--- src/rtl/fetch_pc_unit.sv ---
// rtl/fetch_pc_unit.sv - PC holder and instruction fetch sequencer for the RV32I core
//
// Purpose:
//   Owns the architectural PC, issues one instruction-memory request per
//   instruction, latches the returned word and presents it to decode/execute.
//   When decode accepts the instruction, the PC loads the next-PC (dnpc)
//   computed downstream and the retired-instruction counter increments. A
//   misaligned dnpc is still loaded, but the unit raises a sticky error and
//   parks in TRAP until reset.
//
// Ports:
//   clk, rst_n         core clock, asynchronous active-low reset
//   dnpc               next PC for the presented instruction (used at issue handshake)
//   imem_req_valid/_ready, imem_addr     fetch request channel (addr == pc)
//   imem_rsp_valid, imem_rsp_data        fetch response channel
//   inst_valid/_ready, inst              instruction channel to decode/execute
//   pc                 PC of the instruction being fetched or presented
//   instret            count of accepted instructions (wraps at 32 bits)
//   misalign_err       sticky: a dnpc with bits [1:0] != 0 was taken

module fetch_pc_unit #(
  parameter logic [31:0] RESET_PC = 32'h0000_0000
) (
  input  logic        clk,
  input  logic        rst_n,
  input  logic [31:0] dnpc,
  output logic        imem_req_valid,
  input  logic        imem_req_ready,
  output logic [31:0] imem_addr,
  input  logic        imem_rsp_valid,
  input  logic [31:0] imem_rsp_data,
  output logic        inst_valid,
  input  logic        inst_ready,
  output logic [31:0] inst,
  output logic [31:0] pc,
  output logic [31:0] instret,
  output logic        misalign_err
);

  typedef enum logic [2:0] {
    S_IDLE  = 3'd0,
    S_FETCH = 3'd1,
    S_WAIT  = 3'd2,
    S_ISSUE = 3'd3,
    S_TRAP  = 3'd4
  } state_e;

  state_e      state_q, state_d;
  logic [31:0] pc_q, pc_d;
  logic [31:0] inst_q, inst_d;
  logic [31:0] instret_q, instret_d;
  logic        misalign_q, misalign_d;

  always_ff @(posedge clk or negedge rst_n) begin
    if (!rst_n) begin
      state_q    <= S_IDLE;
      pc_q       <= RESET_PC;
      inst_q     <= 32'h0;
      instret_q  <= 32'h0;
      misalign_q <= 1'b0;
    end else begin
      state_q    <= state_d;
      pc_q       <= pc_d;
      inst_q     <= inst_d;
      instret_q  <= instret_d;
      misalign_q <= misalign_d;
    end
  end

  always_comb begin
    state_d        = state_q;
    pc_d           = pc_q;
    inst_d         = inst_q;
    instret_d      = instret_q;
    misalign_d     = misalign_q;
    imem_req_valid = 1'b0;
    inst_valid     = 1'b0;

    unique case (state_q)
      S_IDLE: begin
        state_d = S_FETCH;
      end

      // Request is a pure function of state, so it stays up and the address
      // (pc_q) stays fixed until the memory accepts it.
      S_FETCH: begin
        imem_req_valid = 1'b1;
        if (imem_req_ready) begin
          state_d = S_WAIT;
        end
      end

      S_WAIT: begin
        if (imem_rsp_valid) begin
          inst_d  = imem_rsp_data;
          state_d = S_ISSUE;
        end
      end

      S_ISSUE: begin
        inst_valid = 1'b1;
        if (inst_ready) begin
          pc_d      = dnpc;
          instret_d = instret_q + 32'd1;
          if (dnpc[1:0] != 2'b00) begin
            // The bad target is still committed to pc so software can see it.
            misalign_d = 1'b1;
            state_d    = S_TRAP;
          end else begin
            state_d = S_FETCH;
          end
        end
      end

      S_TRAP: begin
        state_d = S_TRAP;
      end

      default: begin
        state_d = S_IDLE;
      end
    endcase
  end

  assign imem_addr    = pc_q;
  assign pc           = pc_q;
  assign inst         = inst_q;
  assign instret      = instret_q;
  assign misalign_err = misalign_q;

endmodule

--- config.mk ---
export PLATFORM = sky130hd
export DESIGN_NAME = fetch_pc_unit
export DESIGN_NICKNAME = d
export VERILOG_FILES = /design/src/rtl/fetch_pc_unit.sv
export SDC_FILE = /design/constraint.sdc
export NUM_CORES = 1
export LEC_CHECK = 0
export CAP_MARGIN = 10
export CORE_MARGIN = 2
export CORE_UTILIZATION = 38
export CTS_BUF_LIST = sky130_fd_sc_hd__clkbuf_8
export DETAILED_ROUTE_END_ITERATION = 8
export PLACE_DENSITY = 0.82
export SYNTH_ARGS = -nofsm -noshare
export SYNTH_HDL_FRONTEND = slang
export SYNTH_SLANG_ARGS = --single-unit
--- constraint.sdc ---
create_clock -name clk -period 1.94 [get_ports clk]
set_clock_uncertainty 0.2 [all_clocks]
set_input_delay 0.388 -clock clk [delete_from_list [all_inputs] [get_ports clk]]
set_output_delay 0.388 -clock clk [all_outputs]
set_load 0.05 [all_outputs]
==> summary.txt, run 1 <==
Outcome
  – Outcome: finished with violations
  – Failing checks: negative setup slack

Timing
  – Slew Limit Fails: 0
  – Setup violators final: 2
  – Final period util: 101%
  – Rel. slew slack: between 70% and 80%
  – Hold Slack: 0.193 ns
  – Fmax: 0.511 GHz
  – Worst setup margin: -0.0185 ns
  – Final Hold Viols: 0
  – Setup_tns: -0.0196 ns
  – Pin slew with the least headroom to its limit: about 0.37 ns
  – Tmin final: 1.96 ns

Synthesis
  – Post-synth EDFFs: 0
  – Mean Syn Cell Area: 10.8 µm²
  – Yosys reg bits: 100
  – Largest family of logic cells by synthesized area: simple AND/OR/NAND/NOR gates
  – Sequential element share of the synthesized area: around three fifths
  – Top FF cell, synth: dfrtp_1
  – Adder and majority gate portion of the synthesized area: 0.291%
  – Compound-Gate Fraction of Synth Area: 0.612%
  – Ys async rst share: 100%
  – Yosys warnings: 0
  – Post-synthesis mux area share: under 10%
  – Post-synthesis simple-gate area fraction: between 10% and 20%
  – Synth unique cells: 32
  – Post-Synth XOR/XNOR Area: 6.32%
  – Post-Syn Instances: 398
  – Synthesized area: around 0.0043 mm²
  – Syn_nets: 468

Power and ir drop
  – Maximum VDD drop: 1.27 mV
  – Leakage: between 3 and 4 nW
  – Switching share of power: roughly half
  – Power share of the sequential group: 28.8%
  – Pint: 5.64 mW
  – Sw Pwr: 5.89 mW
  – Combinational share of power: between 50% and 60%
  – Pwr Density: 1800 mW/mm²
  – Clock share of power: 12.2%

Die
  – Initial core utilization: about two fifths
  – Placement Rows: 38
  – IO Pins: 200
  – Die H: roughly 110 µm
  – Core area: 0.0109 mm²
  – Die area: 0.0122 mm²
  – Horiz. Die Dim: roughly 110 µm

Clocking
  – Clock transition at path regs: 0.09 ns
  – Clock buffer depth: 2
  – H-tree depth: 3
  – CTS tree: done
  – Clock sinks: 100
  – Clock root cell: clkbuf_8
  – Clock latency on the worst-skew pair: approximately 0.36 ns
  – Post-CTS repair timing setup buffer count: 0
  – CTS buffer count: 9

Worst setup path
  – Worst Setup SP: instret[12]
  – Crit path launch type: flop
  – Flop-to-flop setup slack: -0.02 ns
  – CP Class: flop to flop
  – R2r worst-path depth: 5
  – Crit path max fanout: 14
  – Worst path required time: 2.03 ns
  – R2r startpoint: instret[12]
  – Critical path arrival: 2.04 ns
  – Worst setup EP type: flop
  – Worst R2R End: instret[29]

GRT
  – First-pass GRT wire length: 16500 µm
  – Initial antenna violation count: 0
  – Grt ovf: 0
  – GRT Util Overall: 17.7%
  – Number of global-route vias before repair: 3477
  – Largest net degree at the start of global routing: 42

Finish
  – Fillers: 916
  – Synth-to-layout area growth: 49.0%
  – Share of layout cells above drive strength 1: 39.1%
  – Most common cell after layout, fill and taps aside: buf_4
  – Commonest non-fill, non-tap cells in the layout: 152 x buf_4, 111 x nand2_1, 87 x dfrtp_1
  – Antenna cells: 0
  – Nets@finish: between 600 and 700

Placement
  – # port buffers: a little under 200
  – GPL Wtd Cong: ~0.80
  – Hpwl dp: between 8000 and 9000 µm

Routing
  – DR WL/cell: 14.7 µm
  – 1st-pass router iterations: 4
  – DRC violations left: 0
  – Drt total wl: roughly 11000 µm
  – Initial DRC Count: 144
  – DR vias/cell: between 4 and 5
  – Via Count: 3440
  – Antenna Nets Post-Route: 0

Run
  – Max-cap viol count: 0

Min path
  – Worst Hold Class: primary input to asynchronous set/reset pin
[logic make-up after synthesis]
logic type | Yosys count
AOI/OAI and AO/OA | 4
xor gates and xnor gates | 31
adders and majority gates | 1
buffers and inverters | 60
DFF | 100
muxes | 32
and+or+nand+nor | 170
[power groups by stage]
stage	registers, mW	clock network, mW	logic, mW
floorplan	5.65	0	2.58
global placement	3.31	0	6.74
detailed placement	3.36	0	6.83
CTS	3.33	1.46	6.83
global route	3.42	1.52	7.11
finish	3.33	1.40	6.80
[worst max path at each step]
stage | endpoint | slack, ns | cells after the start
after floorplan | instret[23] | -0.07 | 6
after global placement | instret[27] | -0.22 | 6
after detailed placement | instret[29] | -0.27 | 6
after CTS | instret[27] | 0.001 | 5
after global routing | instret[31] | -0.07 | 5
final | instret[29] | -0.02 | 5
[sequential cells by signal, summed over array words and instances (netlist names)]
name,flops
state_q,3
inst,32
imem_addr,32
misalign_err,1
instret,32
[worst max-delay path, cell delays in order (launching register included)]
cell     delay, ns
dfrtp_2       0.37
nand2_1       0.10
or4_1         0.56
buf_6         0.19
nor4_2        0.28
xor2_1        0.18
[routing by layer]
layer	global-route usage [%]	vias up	part of all wire (%)
met3	4.64	11	7.9
met1	21.3	1664	41
met5	0	-	0
met2	30.5	136	50
met4	6.43	0	1.3
li1	-	1629	-
[final cells by class]
cell class	count	area [µm²]	area share, %
tap	140	175	2.74
clock buffer	9	124	1.94
clock inverter	6	81.3	1.27
sequential	100	2520	39.4
timing repair buffer	228	1960	30.7
multi-input combinational	238	1500	23.4
inverter	10	37.5	0.587
[Yosys cell counts (5+ instances only)]
master      n  share of area, %
mux2_2     32               8.4
inv_1      10              0.87
nand3_1     9               1.0
clkbuf_1   10              0.87
nand2_1   111               9.7
dfrtp_1   100                58
buf_2       5              0.58
nor3_1     14               1.6
nor2_1      9              0.79
xor2_1     16               3.3
nand4_1     5              0.73
buf_4      32               5.6
xnor2_1    15               3.1
[stage by stage]
step,instances,setup WS [ns],util [%],area [µm²],power [mW]
after floorplan,398,-0.0744,-,4330,8.24
after global placement,715,-0.223,56.1,6130,10.1
after detailed placement,715,-0.272,56.1,6130,10.2
after CTS,731,0.00132,58.1,6350,11.6
after global routing,731,-0.0655,58.5,6400,12.1
final,731,-0.0185,58.5,6400,11.5
[repair_timing]
| action | CTS | global route |
|---|---|---|
| hold buffers | 1 | 0 |
| pin swaps | 0 | 2 |
| gates resized for setup | 1 | 8 |
| endpoints found under the setup margin | 1 | 5 |
| endpoints found under the hold margin | 100 | 0 |
Power figures use the tool's default switching activity.
==> run 2, diff against run 1 <==
--- a/config.mk
+++ b/config.mk
@@ -10,7 +10,7 @@
 export CORE_UTILIZATION = 38
 export CTS_BUF_LIST = sky130_fd_sc_hd__clkbuf_8
 export DETAILED_ROUTE_END_ITERATION = 8
-export PLACE_DENSITY = 0.82
+export PLACE_DENSITY_LB_ADDON = 0.15
 export SYNTH_ARGS = -nofsm -noshare
 export SYNTH_HDL_FRONTEND = slang
 export SYNTH_SLANG_ARGS = --single-unit
==> summary.txt, run 2 (synthesis gave the netlist of run 1 again) <==
Finish
  – Antenna cells: 0 (unchanged)
  – Cell area after layout: 0.00644 mm² (+0.68%)
  – Most common cell after layout, fill and taps aside: buf_4
  – Nets@finish: 654 (-0.46%)
  – Share of layout cells above drive strength 1: 38.7% (-0.38 points)
  – Synth-to-layout area growth: 50.0%
  – Commonest non-fill, non-tap cells in the layout: 149 x buf_4, 111 x nand2_1, 87 x dfrtp_1

Die
  – Initial core utilization: 39.3% (unchanged)
  – Placement Rows: 38 (unchanged)
  – IO Pins: 200 (unchanged)
  – Core area: 0.0109 mm² (unchanged)
  – Die H: 110 µm (unchanged)
  – Horiz. Die Dim: 110 µm (unchanged)
  – Die area: 0.0122 mm² (unchanged)

Worst setup path
  – R2r worst-path depth: 5 (unchanged)
  – Flop-to-flop setup slack: 0.08 ns (+0.10 ns)
  – Worst setup EP type: output pin
  – CP Class: flop to output pin
  – Crit path cell chain: buf_6 -> and3b_1 -> buf_12
  – Critical path arrival: 1.29 ns (-0.75 ns)
  – Crit-path max cell delay: 0.39 ns (-0.17 ns)
  – Worst R2R End: instret[27]
  – Crit path max fanout: 7 (-7)
  – CP delay by family, top: flip-flops
  – Worst path required time: 1.35 ns (-0.68 ns)
  – R2r startpoint: instret[10]
  – Buf/Inv on CP: 2 (+1)
  – Crit path launch type: flop
  – Slowest CP cell: dfrtp_1

Timing
  – RSZ-0062 raised after global routing: no
  – Setup_tns: 0 ns (+0.0196 ns)
  – Fmax: 0.533 GHz (+4.4%)
  – Final Hold Viols: 0 (unchanged)
  – Setup violators final: 0 (-2)
  – Rel. slew slack: 73.1% (-2.3 points)
  – Worst setup margin: 0.0645 ns (+0.0830 ns)
  – Final period util: 96.7% (-4.3 points)
  – Slew Limit Fails: 0 (unchanged)
  – Pin slew with the least headroom to its limit: 0.403 ns (+0.0338 ns)
  – Tmin final: 1.88 ns (-0.0830 ns)

Clocking
  – Clock transition at path regs: 0.09 ns (about the same)
  – Clock buffer depth: 2 (unchanged)
  – CTS buffer count: 9 (unchanged)
  – H-tree depth: 3 (unchanged)
  – Clock latency on the worst-skew pair: 0.36 ns (about the same)
  – Clock root cell: clkbuf_8
  – Clock sinks: 100 (unchanged)
  – CTS tree: done

Power and ir drop
  – Pwr Density: 1820 mW/mm² (+1.1%)
  – Clock share of power: 14.6% (+2.4 points)
  – Power, Total: 11.7 mW (+1.8%)
  – Switching share of power: 49.7% (-1.4 points)
  – Sw Pwr: 5.83 mW (-0.95%)
  – Pint: 5.91 mW (+4.7%)
  – Leakage: 3.20 nW (+0.80%)
  – Combinational share of power: 57.2% (-1.8 points)
  – Power share of the sequential group: 28.2% (-0.6 points)
  – Maximum VDD drop: 1.07 mV (-16%)

Min path
  – Worst Hold Class: primary input to asynchronous set/reset pin

GRT
  – Grt ovf: 0 (unchanged)
  – Largest net degree at the start of global routing: 49 (+17%)
  – GRT Util Overall: 17.3% (-0.39 points)
  – Number of global-route vias before repair: 3340 (-3.9%)
  – First-pass GRT wire length: 16200 µm (-1.7%)
  – Initial antenna violation count: 0 (unchanged)

Placement
  – GPL Wtd Cong: 0.776 (-2.8%)
  – # port buffers: 199 (unchanged)
  – DP Worst Slack: -0.287 ns (-0.0151 ns)
  – Cell Area, Placed: 0.00611 mm² (-0.43%)
  – Hpwl dp: 7480 µm (-7.7%)

Outcome
  – Outcome: finished clean

Routing
  – 1st-pass router iterations: 4 (unchanged)
  – Via Count: 3381 (-1.7%)
  – Antenna Nets Post-Route: 0 (unchanged)
  – DR vias/cell: 4.64 (-1.4%)
  – Initial DRC Count: 129 (-10%)
  – DR WL/cell: 14.0 µm (-4.8%)
  – DRC violations left: 0 (unchanged)
  – Drt total wl: 10200 µm (-5.1%)

Run
  – Max-cap viol count: 0 (unchanged)
-- run 2: metrics by stage --
stage	hold WS, ns	util, %	cells
5_1_grt	0.282	58.9	729
3_5_place_dp	0.114	55.8	710
4_1_cts	0.261	58.5	727
6_report	0.268	58.9	729
2_1_floorplan	-0.108	-	398
3_3_place_gp	0.111	55.8	710
-- run 2: final cells by class --
class | count | area, µm²
clock buffer | 10 | 138
tap | 140 | 175
fill | 966 | 4490
clock inverter | 6 | 128
timing repair buffer | 225 | 1950
multi-input combinational | 238 | 1500
sequential | 100 | 2520
inverter | 10 | 37.5
-- run 2: per-layer routing --
| layer | wire length [µm] | GRT usage (%) | share of wire [%] |
|---|---|---|---|
| met1 | 4000 | 21.2 | 39 |
| met5 | 0 | 0 | 0 |
| met4 | 149 | 6.43 | 1.5 |
| met2 | 5090 | 28.1 | 50 |
| met3 | 969 | 6.11 | 9.5 |
-- run 2: worst max path at each step --
| stage | start | end | slack (ns) | depth (start not counted) |
|---|---|---|---|---|
| after floorplan | instret[10] | instret[23] | -0.07 | 6 |
| after global placement | inst_ready | instret[29] | -0.22 | 6 |
| after detailed placement | inst_ready | instret[29] | -0.29 | 6 |
| after CTS | instret[10] | instret[29] | 0.002 | 5 |
| after global routing | state_q[2] | inst_valid | 0.001 | 3 |
| final | state_q[2] | inst_valid | 0.06 | 3 |
-- run 2: what timing repair did --
item	4_1_cts	5_1_grt
hold buffers	1	0
pin swaps	0	2
buffers inserted	0	2
setup endpoints to repair	3	7
gates resized for setup	3	5
endpoints found under the hold margin	21	0
-- run 2: power by group through the flow --
stage,sequential (mW),combinational [mW],clock (mW)
6_report,3.32,6.71,1.71
5_1_grt,3.44,7.03,1.85
4_1_cts,3.33,6.76,1.76
3_5_place_dp,3.35,6.75,0
3_3_place_gp,3.32,6.69,0
2_1_floorplan,5.65,2.58,0
